<file path="src/rtl/idu_pkg.sv">
// Shared constants for the decode stage: RV32I opcodes, one-hot type positions
// and the immediate extraction helper.
package idu_pkg;

    localparam int XLEN_DEF = 32;
    localparam int NREG_DEF = 32;

    localparam logic [6:0] OP_IMM   = 7'b0010011;
    localparam logic [6:0] OP_LOAD  = 7'b0000011;
    localparam logic [6:0] OP_STORE = 7'b0100011;
    localparam logic [6:0] OP_REG   = 7'b0110011;
    localparam logic [6:0] OP_BR    = 7'b1100011;
    localparam logic [6:0] OP_JAL   = 7'b1101111;
    localparam logic [6:0] OP_JALR  = 7'b1100111;
    localparam logic [6:0] OP_LUI   = 7'b0110111;
    localparam logic [6:0] OP_AUIPC = 7'b0010111;

    localparam int T_I     = 0;
    localparam int T_L     = 1;
    localparam int T_S     = 2;
    localparam int T_R     = 3;
    localparam int T_JAL   = 4;
    localparam int T_JALR  = 5;
    localparam int T_LUI   = 6;
    localparam int T_AUIPC = 7;
    localparam int T_B     = 8;
    localparam int NTYPE   = 9;

    typedef logic [NTYPE-1:0] itype_t;

    // 32-bit immediate; R-type and illegal encodings yield zero
    function automatic logic [31:0] imm32(input logic [31:0] ins, input itype_t t);
        logic [31:0] r;
        r = '0;
        if (t[T_I] | t[T_L] | t[T_JALR]) r = {{20{ins[31]}}, ins[31:20]};
        else if (t[T_S])                 r = {{20{ins[31]}}, ins[31:25], ins[11:7]};
        else if (t[T_B])                 r = {{19{ins[31]}}, ins[31], ins[7], ins[30:25], ins[11:8], 1'b0};
        else if (t[T_LUI] | t[T_AUIPC])  r = {ins[31:12], 12'b0};
        else if (t[T_JAL])               r = {{11{ins[31]}}, ins[31], ins[19:12], ins[20], ins[30:21], 1'b0};
        return r;
    endfunction

endpackage

</file>
<file path="src/rtl/idu_pipe_if.sv">
// IF/EX/WB-facing signal bundle of the decode stage; slave is the stage itself.
interface idu_pipe_if #(
    parameter int XLEN = idu_pkg::XLEN_DEF,
    parameter int NREG = idu_pkg::NREG_DEF
);
    localparam int RAW = $clog2(NREG);

    logic            in_valid;
    logic            in_ready;
    logic [31:0]     in_instr;
    logic [XLEN-1:0] in_pc;
    logic            flush;
    logic            wb_en;
    logic [RAW-1:0]  wb_rd;
    logic [XLEN-1:0] wb_data;
    logic            out_valid;
    logic            out_ready;
    logic [XLEN-1:0] out_pc, out_pc_add_imme, out_imme, out_rs1_data, out_rs2_data;
    logic [RAW-1:0]  out_rs1, out_rs2, out_rd;
    logic [2:0]      out_func3;
    logic            out_func7;
    logic [8:0]      out_type;
    logic            out_wr_reg;

    modport master (
        output in_valid, in_instr, in_pc, flush, wb_en, wb_rd, wb_data, out_ready,
        input  in_ready, out_valid, out_pc, out_pc_add_imme, out_imme, out_rs1_data,
               out_rs2_data, out_rs1, out_rs2, out_rd, out_func3, out_func7, out_type, out_wr_reg
    );

    modport slave (
        input  in_valid, in_instr, in_pc, flush, wb_en, wb_rd, wb_data, out_ready,
        output in_ready, out_valid, out_pc, out_pc_add_imme, out_imme, out_rs1_data,
               out_rs2_data, out_rs1, out_rs2, out_rd, out_func3, out_func7, out_type, out_wr_reg
    );

endinterface

</file>
<file path="src/rtl/idu_scoreboard.sv">
// Pending-write tracker for in-flight destinations plus a 3-way hazard query
// that folds in the output-register match and same-cycle writeback bypass.
module idu_scoreboard
    import idu_pkg::*;
#(
    parameter  int NREG = NREG_DEF,
    localparam int RAW  = $clog2(NREG)
) (
    input  logic                clk,
    input  logic                rst_n,
    input  logic                set_en_i,
    input  logic [RAW-1:0]      set_idx_i,
    input  logic                clr_en_i,
    input  logic [RAW-1:0]      clr_idx_i,
    input  logic                held_vld_i,
    input  logic [RAW-1:0]      held_rd_i,
    input  logic [2:0][RAW-1:0] q_idx_i,
    output logic [2:0]          pend_o
);

    logic [NREG-1:0] sb_q, sb_d;

    always_comb begin
        sb_d = sb_q;
        if (clr_en_i) sb_d[clr_idx_i] = 1'b0;
        if (set_en_i) sb_d[set_idx_i] = 1'b1;
        sb_d[0] = 1'b0;
    end

    always_ff @(posedge clk or negedge rst_n) begin
        if (!rst_n) sb_q <= '0;
        else        sb_q <= sb_d;
    end

    // A writeback retires the scoreboard entry but never the bundle still held
    // in the output register, which has not yet been dispatched.
    for (genvar k = 0; k < 3; k++) begin : g_q
        logic held_m, wb_m;
        assign held_m    = held_vld_i && (held_rd_i == q_idx_i[k]);
        assign wb_m      = clr_en_i && (clr_idx_i == q_idx_i[k]);
        assign pend_o[k] = (q_idx_i[k] != '0) && (held_m || (sb_q[q_idx_i[k]] && !wb_m));
    end

endmodule

</file>
<file path="src/rtl/idu_pipe.sv">
// Decode stage: RV32I field decode, write-through register file, hazard stall,
// and a registered valid/ready output bundle with branch flush.
module idu_pipe
    import idu_pkg::*;
#(
    parameter  int XLEN = XLEN_DEF,
    parameter  int NREG = NREG_DEF,
    localparam int RAW  = $clog2(NREG)
) (
    input logic      clk,
    input logic      rst_n,
    idu_pipe_if.slave bus
);

    typedef struct packed {
        logic [XLEN-1:0] pc, pai, imm, d1, d2;
        logic [RAW-1:0]  rs1, rs2, rd;
        logic [2:0]      f3;
        logic            f7;
        itype_t          typ;
        logic            wr;
    } bundle_t;

    itype_t          typ;
    logic            uses_rs1, uses_rs2, writes_rd, hazard, in_ready, in_fire, out_fire;
    logic [RAW-1:0]  rs1, rs2, rd;
    logic [XLEN-1:0] imm, rs1_data, rs2_data;
    logic [2:0]      pend;
    logic [NREG-1:0][XLEN-1:0] rf_q;
    bundle_t         out_q, out_d;
    logic            vld_q, vld_d;

    always_comb begin
        typ = '0;
        case (bus.in_instr[6:0])
            OP_IMM:   typ[T_I]     = 1'b1;
            OP_LOAD:  typ[T_L]     = 1'b1;
            OP_STORE: typ[T_S]     = 1'b1;
            OP_REG:   typ[T_R]     = 1'b1;
            OP_BR:    typ[T_B]     = 1'b1;
            OP_JAL:   typ[T_JAL]   = 1'b1;
            OP_JALR:  typ[T_JALR]  = 1'b1;
            OP_LUI:   typ[T_LUI]   = 1'b1;
            OP_AUIPC: typ[T_AUIPC] = 1'b1;
            default:  ;
        endcase
    end

    assign rs1       = RAW'(bus.in_instr[19:15]);
    assign rs2       = RAW'(bus.in_instr[24:20]);
    assign rd        = RAW'(bus.in_instr[11:7]);
    assign uses_rs1  = typ[T_I] | typ[T_L] | typ[T_S] | typ[T_R] | typ[T_B] | typ[T_JALR];
    assign uses_rs2  = typ[T_S] | typ[T_R] | typ[T_B];
    assign writes_rd = (typ[T_I] | typ[T_L] | typ[T_R] | typ[T_JAL] | typ[T_JALR] |
                        typ[T_LUI] | typ[T_AUIPC]) && (rd != '0);
    assign imm       = XLEN'($signed(imm32(bus.in_instr, typ)));

    // Write-through read: a same-cycle writeback is visible to the decode
    assign rs1_data = (rs1 == '0) ? '0 :
                      (bus.wb_en && bus.wb_rd == rs1) ? bus.wb_data : rf_q[rs1];
    assign rs2_data = (rs2 == '0) ? '0 :
                      (bus.wb_en && bus.wb_rd == rs2) ? bus.wb_data : rf_q[rs2];

    always_ff @(posedge clk or negedge rst_n) begin
        if (!rst_n)                             rf_q <= '0;
        else if (bus.wb_en && bus.wb_rd != '0) rf_q[bus.wb_rd] <= bus.wb_data;
    end

    idu_scoreboard #(.NREG(NREG)) u_sb (
        .clk        (clk),
        .rst_n      (rst_n),
        .set_en_i   (out_fire && out_q.wr),
        .set_idx_i  (out_q.rd),
        .clr_en_i   (bus.wb_en),
        .clr_idx_i  (bus.wb_rd),
        .held_vld_i (vld_q && out_q.wr),
        .held_rd_i  (out_q.rd),
        .q_idx_i    ({rd, rs2, rs1}),
        .pend_o     (pend)
    );

    assign hazard   = (uses_rs1 && pend[0]) || (uses_rs2 && pend[1]) || (writes_rd && pend[2]);
    assign in_ready = !bus.flush && !hazard && (!vld_q || bus.out_ready);
    assign in_fire  = bus.in_valid && in_ready;
    // A flushed bundle never counts as dispatched
    assign out_fire = vld_q && bus.out_ready && !bus.flush;

    always_comb begin
        vld_d = vld_q;
        out_d = out_q;
        if (bus.flush) begin
            vld_d = 1'b0;
        end else if (in_fire) begin
            vld_d     = 1'b1;
            out_d.pc  = bus.in_pc;
            out_d.pai = bus.in_pc + imm;
            out_d.imm = imm;
            out_d.d1  = rs1_data;
            out_d.d2  = rs2_data;
            out_d.rs1 = rs1;
            out_d.rs2 = rs2;
            out_d.rd  = rd;
            out_d.f3  = bus.in_instr[14:12];
            out_d.f7  = bus.in_instr[30];
            out_d.typ = typ;
            out_d.wr  = writes_rd;
        end else if (out_fire) begin
            vld_d = 1'b0;
        end
    end

    always_ff @(posedge clk or negedge rst_n) begin
        if (!rst_n) begin
            vld_q <= 1'b0;
            out_q <= '0;
        end else begin
            vld_q <= vld_d;
            out_q <= out_d;
        end
    end

    assign bus.in_ready        = in_ready;
    assign bus.out_valid       = vld_q;
    assign bus.out_pc          = out_q.pc;
    assign bus.out_pc_add_imme = out_q.pai;
    assign bus.out_imme        = out_q.imm;
    assign bus.out_rs1_data    = out_q.d1;
    assign bus.out_rs2_data    = out_q.d2;
    assign bus.out_rs1         = out_q.rs1;
    assign bus.out_rs2         = out_q.rs2;
    assign bus.out_rd          = out_q.rd;
    assign bus.out_func3       = out_q.f3;
    assign bus.out_func7       = out_q.f7;
    assign bus.out_type        = out_q.typ;
    assign bus.out_wr_reg      = out_q.wr;

endmodule
</file>
<file path="src/flat_wrapper.sv">
// flat-port wrapper written by rule: the top's interface ports become plain ports
module idu_pipe_flat import idu_pkg::*;
#(
    parameter  int XLEN = XLEN_DEF,
    parameter  int NREG = NREG_DEF,
    localparam int RAW  = $clog2(NREG)
)
  (clk, rst_n, bus_in_valid, bus_in_instr, bus_in_pc, bus_flush, bus_wb_en, bus_wb_rd, bus_wb_data, bus_out_ready, bus_in_ready, bus_out_valid, bus_out_pc, bus_out_pc_add_imme, bus_out_imme, bus_out_rs1_data, bus_out_rs2_data, bus_out_rs1, bus_out_rs2, bus_out_rd, bus_out_func3, bus_out_func7, bus_out_type, bus_out_wr_reg);
  idu_pipe_if #(.XLEN(XLEN), .NREG(NREG)) bus_i ();
  input logic clk;
  input logic rst_n;
  input wire logic [$bits(bus_i.in_valid)-1:0] bus_in_valid;
  input wire logic [$bits(bus_i.in_instr)-1:0] bus_in_instr;
  input wire logic [$bits(bus_i.in_pc)-1:0] bus_in_pc;
  input wire logic [$bits(bus_i.flush)-1:0] bus_flush;
  input wire logic [$bits(bus_i.wb_en)-1:0] bus_wb_en;
  input wire logic [$bits(bus_i.wb_rd)-1:0] bus_wb_rd;
  input wire logic [$bits(bus_i.wb_data)-1:0] bus_wb_data;
  input wire logic [$bits(bus_i.out_ready)-1:0] bus_out_ready;
  output wire logic [$bits(bus_i.in_ready)-1:0] bus_in_ready;
  output wire logic [$bits(bus_i.out_valid)-1:0] bus_out_valid;
  output wire logic [$bits(bus_i.out_pc)-1:0] bus_out_pc;
  output wire logic [$bits(bus_i.out_pc_add_imme)-1:0] bus_out_pc_add_imme;
  output wire logic [$bits(bus_i.out_imme)-1:0] bus_out_imme;
  output wire logic [$bits(bus_i.out_rs1_data)-1:0] bus_out_rs1_data;
  output wire logic [$bits(bus_i.out_rs2_data)-1:0] bus_out_rs2_data;
  output wire logic [$bits(bus_i.out_rs1)-1:0] bus_out_rs1;
  output wire logic [$bits(bus_i.out_rs2)-1:0] bus_out_rs2;
  output wire logic [$bits(bus_i.out_rd)-1:0] bus_out_rd;
  output wire logic [$bits(bus_i.out_func3)-1:0] bus_out_func3;
  output wire logic [$bits(bus_i.out_func7)-1:0] bus_out_func7;
  output wire logic [$bits(bus_i.out_type)-1:0] bus_out_type;
  output wire logic [$bits(bus_i.out_wr_reg)-1:0] bus_out_wr_reg;
  assign bus_i.in_valid = bus_in_valid;
  assign bus_i.in_instr = bus_in_instr;
  assign bus_i.in_pc = bus_in_pc;
  assign bus_i.flush = bus_flush;
  assign bus_i.wb_en = bus_wb_en;
  assign bus_i.wb_rd = bus_wb_rd;
  assign bus_i.wb_data = bus_wb_data;
  assign bus_i.out_ready = bus_out_ready;
  assign bus_in_ready = bus_i.in_ready;
  assign bus_out_valid = bus_i.out_valid;
  assign bus_out_pc = bus_i.out_pc;
  assign bus_out_pc_add_imme = bus_i.out_pc_add_imme;
  assign bus_out_imme = bus_i.out_imme;
  assign bus_out_rs1_data = bus_i.out_rs1_data;
  assign bus_out_rs2_data = bus_i.out_rs2_data;
  assign bus_out_rs1 = bus_i.out_rs1;
  assign bus_out_rs2 = bus_i.out_rs2;
  assign bus_out_rd = bus_i.out_rd;
  assign bus_out_func3 = bus_i.out_func3;
  assign bus_out_func7 = bus_i.out_func7;
  assign bus_out_type = bus_i.out_type;
  assign bus_out_wr_reg = bus_i.out_wr_reg;
  idu_pipe #(.XLEN(XLEN), .NREG(NREG)) u_core (.clk(clk), .rst_n(rst_n), .bus(bus_i));
endmodule
</file>
<file path="config.mk">
export PLATFORM = sky130hd
export DESIGN_NAME = idu_pipe_flat
export DESIGN_NICKNAME = d
export VERILOG_FILES = /design/src/rtl/idu_pkg.sv /design/src/rtl/idu_pipe_if.sv /design/src/rtl/idu_scoreboard.sv /design/src/rtl/idu_pipe.sv /design/src/flat_wrapper.sv
export SDC_FILE = /design/constraint.sdc
export NUM_CORES = 2
export LEC_CHECK = 0
export BUFFER_PORTS_ARGS = -buffer_cell sky130_fd_sc_hd__clkbuf_2
export CAP_MARGIN = 30
export CORE_MARGIN = 2
export CORE_UTILIZATION = 50
export DETAILED_ROUTE_END_ITERATION = 8
export PLACE_DENSITY_LB_ADDON = 0.3
export SLEW_MARGIN = 20
export SYNTH_ARGS = -nofsm -noshare
export SYNTH_HDL_FRONTEND = slang
export SYNTH_SLANG_ARGS = --single-unit
</file>
<file path="constraint.sdc">
create_clock -name clk -period 2.42 [get_ports clk]
set_input_delay 0.363 -clock clk [delete_from_list [all_inputs] [get_ports clk]]
set_output_delay 0.363 -clock clk [all_outputs]
set_load 0.005 [all_outputs]
</file>
* Word level (Yosys, flattened, before mapping)
Index checks and enable logic that the tools add are counted.
** Operators by class
- Mux-type cells :: 40
- Magnitude comparators :: 7
- $add $sub $neg :: 1
- Reduce and logical (&&, ||, !) cells :: 46
- Eq/ne operators :: 15
- Bitwise gates (word level) :: 18
** Operator list (number)
- 1024-bit bitwise mux :: 1
- 32-bit 2-to-1 mux :: 14
- 32-bit binary-select mux with 5-bit select :: 2
- 32-bit demux with 5-bit select :: 1
- 32-bit adder :: 1
- 32-bit bitwise AND :: 1
- 32-bit NOT :: 1
- 32-bit OR :: 1
- 5-bit == test :: 6
- 5-bit by 6-bit less-than comparator with 1-bit output (second input constant) :: 5
- 1-bit logical AND :: 26
- 7-bit by 6-bit == test with 1-bit output (second input constant) :: 3
- 7-bit == test (second input constant) :: 3
- 5-bit nonzero test :: 4
- 1-bit 2-to-1 mux :: 17
- 1-bit binary-select mux with 5-bit select :: 3
- 7-bit by 5-bit == test with 1-bit output (second input constant) :: 2
- 1-bit OR :: 14
- 1-bit demux with 5-bit select :: 2
- 5-bit by 1-bit greater-or-equal comparator with 1-bit output (second input constant) :: 2
- 5-bit zero test :: 2
- 7-bit by 2-bit == test with 1-bit output (second input constant) :: 1
- 1-bit zero test :: 6
- 1-bit logical OR :: 6
- other kinds (3) :: 3
** Storage, ports and cells
- Output and inout port bits :: 191
- Logic and storage cells :: 173
- Register bits after elaboration :: 1245

* Depth between registers and ports, before layout
- Depth in word-level cells :: 17
- Gate-level depth with buffers :: 18
- Mapped depth without buffers :: 16

* By module
A second synthesis with hierarchy kept.
** Second synthesis, totals
- Cell total of the unflattened synthesis :: 4519
- Area, all modules :: 66077.1 µm²
** Modules (own cells, without submodules)
- idu_pipe :: area an instance 63454.6 µm², seq. area each 30379.1 µm², times used 1, cells each 4245
- idu_scoreboard :: area an instance 2622.5 µm², seq. area each 775.7 µm², times used 1, cells each 274

* Worst setup path after synthesis
Ideal clock, no wire load.
- Kind :: in2reg
- From :: in bus_in_instr[4]
- To :: reg u_core.out_q (netlist bit u_core.bus.out_pc_add_imme[29])
- Buffers on the path :: 3
- Setup slack :: -1.538 ns
- Stages on the path :: 17
- Arrival :: 3.834 ns
- Path through :: clkbuf_1 and4b_1 o21a_1 or2_2 nand2_1 clkbuf_1 nand2_1 ha_1 clkbuf_1 nand3_1 nor4_1 nor3_1 o21ai_0 a21oi_1 a21boi_0 mux2i_1 o31ai_1
** RTL lines
- start, declared :: line flat_wrapper.sv:13 : input wire logic [$bits(bus_i.in_instr)-1:0] bus_in_instr;
- 7-bit == test, or another cell as far along :: line idu_pipe.sv:35 : case (bus.in_instr[6:0])
- 1-bit 2-to-1 mux :: line idu_pipe.sv:35
- 32-bit 2-to-1 mux or 1-bit OR (tied branches) :: line idu_pkg.sv:39, idu_pkg.sv:38
- 32-bit 2-to-1 mux :: line idu_pkg.sv:38 : else if (t[T_LUI] | t[T_AUIPC]) r = {ins[31:12], 12'b0};
- 32-bit 2-to-1 mux :: line idu_pkg.sv:37 : else if (t[T_B]) r = {{19{ins[31]}}, ins[31], ins[7], ins[30:25], ins[11:8], 1'b0};
- 32-bit 2-to-1 mux :: line idu_pkg.sv:36 : else if (t[T_S]) r = {{20{ins[31]}}, ins[31:25], ins[11:7]};
- 32-bit 2-to-1 mux (*) :: line idu_pkg.sv:35 : if (t[T_I] | t[T_L] | t[T_JALR]) r = {{20{ins[31]}}, ins[31:20]};
- named net u_core.imm[12] :: line idu_pipe.sv:27 : logic [XLEN-1:0] imm, rs1_data, rs2_data;
- 32-bit adder (*) :: line idu_pipe.sv:96 : out_d.pai = bus.in_pc + imm;
- end signal, assigned :: line idu_pipe.sv:118 : out_q <= out_d;
- end, declared :: line idu_pipe.sv:30 : bundle_t out_q, out_d;
The timed path passes the listed nets; every way through them passes the cells marked *.
A chain may end at the register's enable or synchronous reset.

* Final worst setup path
- From :: reg u_core.u_sb.sb_q[19]
- To :: out bus_in_ready
** Between the ends
- Cells in the longest elaborated chain, start to end :: 11
** Ends and longest elaborated chain
- start, declared :: line idu_scoreboard.sv:21 : logic [NREG-1:0] sb_q, sb_d;
- start signal, assigned :: line idu_scoreboard.sv:31 : if (!rst_n) sb_q <= '0;
- start signal, assigned :: line idu_scoreboard.sv:32 : else sb_q <= sb_d;
- 1-bit binary-select mux with 5-bit select :: line idu_scoreboard.sv:41 : assign pend_o[k] = (q_idx_i[k] != '0) && (held_m || (sb_q[q_idx_i[k]] && !wb_m));
- 1-bit 2-to-1 mux (not written as such) :: line idu_scoreboard.sv:41
- 1-bit logical AND :: line idu_scoreboard.sv:41
- 1-bit logical OR :: line idu_scoreboard.sv:41
- 1-bit logical AND :: line idu_scoreboard.sv:41
- 1-bit logical AND :: line idu_pipe.sv:82 : assign hazard = (uses_rs1 && pend[0]) || (uses_rs2 && pend[1]) || (writes_rd && pend[2]);
- 1-bit logical OR :: line idu_pipe.sv:82
- 1-bit logical OR (*) :: line idu_pipe.sv:82
- 1-bit zero test (*) :: line idu_pipe.sv:83 : assign in_ready = !bus.flush && !hazard && (!vld_q || bus.out_ready);
- 1-bit logical AND (*) (2 in a row) :: line idu_pipe.sv:83
- end, declared :: line flat_wrapper.sv:20 : output wire logic [$bits(bus_i.in_ready)-1:0] bus_in_ready;
Mark *: on every way between the ends. The rest lies on a longest branch, timed or not. The select of a mux whose other input is x is not followed.

==> metrics.txt <==
actual slew at the worst max-slew pin 0.891 ns; reg2reg setup slack -0.78 ns; Final #Nets 5041; setup TNS -127.18 ns; syn_area_per_cell 15.1 sq um; post-synth top area share 47.4%; number of diodes 0; worst skew pair latency 0.77 ns; syn_nets 4493; share of layout cells above drive strength 1 59.5%; dpl cells 6418; post-synthesis cell area 65700 sq um; Largest Register u_core.rf_q; Critical Path End bus_in_ready; WS Path Type reg2out; first-pass GRT wire length 306000 um; Root Buffer clkbuf_16; core area 131000 sq um; Die ar. 134000 sq um; CTS Buf Count 138; post-synth top area cell dfrtp_1; Die Wd 367 um; via-per-instance ratio 6.48; Cells after Synth 4354; Post-synth EDFFs 0; CTS tree done; Yosys warning count 0; failing checks negative setup slack; DRC Markers 0; Std-Cell Rows 133; CP Max Fanout 2; RSZ-0062 raised after global routing yes; largest net degree at the start of global routing 89; Post-Route WL 204000 um; Die Y 367 um; Routed Antenna Nets 0; Finish-stage setup viols 190; global placer's final weighted congestion 0.923; leading cell type in the layout, fill and taps excluded dfrtp_1; Reg clk slew, reported paths 0.06 ns; count of cell types in the netlist 59; largest incremental delay on the critical path 0.50 ns; share of flip-flops with an asynchronous set or reset 100%; crit-path cells mux4_2, mux4_2, mux2i_2, nor4_2, nor3_2, buf_4, buf_6, buf_8; Synth Register Bits 1245; register area share after synthesis 47.4%; vias post-DR 43800; TritonRoute pass-1 iters 5; r2r endpoint u_core.bus.out_rs1_data[31]$_DFFE_PN0P_; max frequency 0.303 GHz; htree depth 4; slew margin rel. 40.6%; CTS max path bufs 3; CP max-delay cell mux4_2; Hold WC Path Type in2reg; DR WL/cell 30.1 um; Slew Viols, Final 0; status finished, violations left; WP data arrival 2.94 ns; Tcrit/Tclk final 136%; Worst Skew 0.0230 ns; Remaining Overflow, GRT 0; Crit path top cell by count mux4_2; Ports 298; reg2reg path depth 13; Reg-to-Reg Start u_core.u_sb.sb_q[19]$_DFF_PN0_; Iter 0 DRT Violations 4105; Leak 35.6 nW; Port Buf Inserts 297; starting density of the core 50.2%; Main synth FF type dfrtp_1; CP startpoint kind flip-flop; Hold WS 0.0836 ns; Largest register FFs 1024; vias in the first global route 45400; Detailed Place HPWL 126000 um; area grow syn2layout 21.5%; CP Capture Type output pin; crit path time final 3.30 ns; Worst EP required 2.06 ns; PD cells 775 nW/um^2; final worst slack -0.878 ns; Critical Path Start u_core.u_sb.sb_q[19]$_DFF_PN0_; Layout Cells excl Fill 6761; top post-synthesis cells by area dfrtp_1 47%, mux4_2 23%, mux2_2 17%, clkbuf_1 1.7%, mux2_4 1.4%; Max-cap violations 0; initial antenna violation count 1; Tot GR Track Use 30.6%; most frequent cells in the layout 1245 x dfrtp_1, 1011 x mux2_2, 663 x mux4_2; Sink Count 1245; Final Hold Viols 0; Peak VDD IR 0.541 mV
## where the power goes
group	total [mW]	leakage, nW	internal [mW]	switching [mW]
Clock	20.8	2.20	12.1	8.71
Combinational	13.7	17.4	8.35	5.32
Sequential	27.4	16.0	24.7	2.77
## worst min path at each step
| stage | slack, ns | to | start | depth (start not counted) |
|---|---|---|---|---|
| floorplan | 0.07 | u_core.bus.out_func3[0]$_DFFE_PN0P_ | rst_n | 0 |
| global placement | 0.36 | u_core.bus.out_pc[7]$_DFFE_PN0P_ | rst_n | 1 |
| detailed placement | 0.37 | u_core.bus.out_pc[7]$_DFFE_PN0P_ | rst_n | 1 |
| CTS | 0.0007 | u_core.bus.out_pc[1]$_DFFE_PN0P_ | bus_in_pc[1] | 4 |
| global route | 0.05 | u_core.bus.out_rs1[2]$_DFFE_PN0P_ | bus_in_instr[17] | 4 |
| finish | 0.08 | u_core.bus.out_pc[1]$_DFFE_PN0P_ | bus_in_pc[1] | 4 |
## worst max-delay path: cells and delay by family, from the launching register on
family	cells	cell delay, ns
buf+inv	3	0.33
flops	1	0.40
mux	3	1.18
simple gates	2	0.27
## kinds of logic after synthesis
logic type | share of synthesized area (%)
mux | 42.7
flops | 47.4
buf+inv | 2.93
simple gates | 2.61
compound gates | 2.94
xor+xnor | 0.760
fa+ha+maj | 0.621
## timing repair
item                                    4_1_cts  5_1_grt
hold buffers                                 47        0
endpoints found under the setup margin      190      190
endpoints found under the hold margin       168        0
pin swaps                                    41       20
resized for setup                           174       88
cloned                                       21        0
buffers inserted                             32        7
## Yosys cell counts, types with 26 or more instances
library cell	instances
xor2_1	26
xnor2_1	31
o21ai_1	74
buf_2	68
mux4_2	663
nor2_1	113
a21oi_1	99
o21ai_0	97
mux2i_1	81
dfrtp_1	1245
mux2_2	1012
ha_1	31
nand2_1	165
buf_1	80
mux2_4	60
clkbuf_1	303
## final cells by class
| type | instances | area [sq um] |
|---|---|---|
| inverter | 13 | 48.8 |
| clock inverter | 35 | 288 |
| tap | 1755 | 2200 |
| fill | 9589 | 51100 |
| sequential | 1245 | 31200 |
| timing repair buffer | 868 | 8250 |
| clock buffer | 209 | 4170 |
| multi-input combinational | 2636 | 33800 |
## metal layers
layer	track usage [%]	vias to the layer above	share of wire, %
met3	6.45	461	7.8
met5	0	-	0.0059
met4	11.9	2	4.1
met2	48.1	1954	48
met1	42.1	23600	41
li1	-	17800	-
## through the flow
| stage | setup WS [ns] | power (mW) | instance area (sq um) | utilization (%) |
|---|---|---|---|---|
| detailed placement | -1.19 | 40.7 | 73200 | 55.9 |
| global route | -0.957 | 64.5 | 79900 | 61.0 |
| CTS | -0.956 | 62.0 | 79600 | 60.8 |
| global placement | -1.19 | 40.1 | 73200 | 55.9 |
| finish | -0.878 | 61.9 | 79900 | 61.0 |
| floorplan | -0.743 | 36.0 | 66300 | - |
No activity file was read; power rests on OpenSTA's default activity.
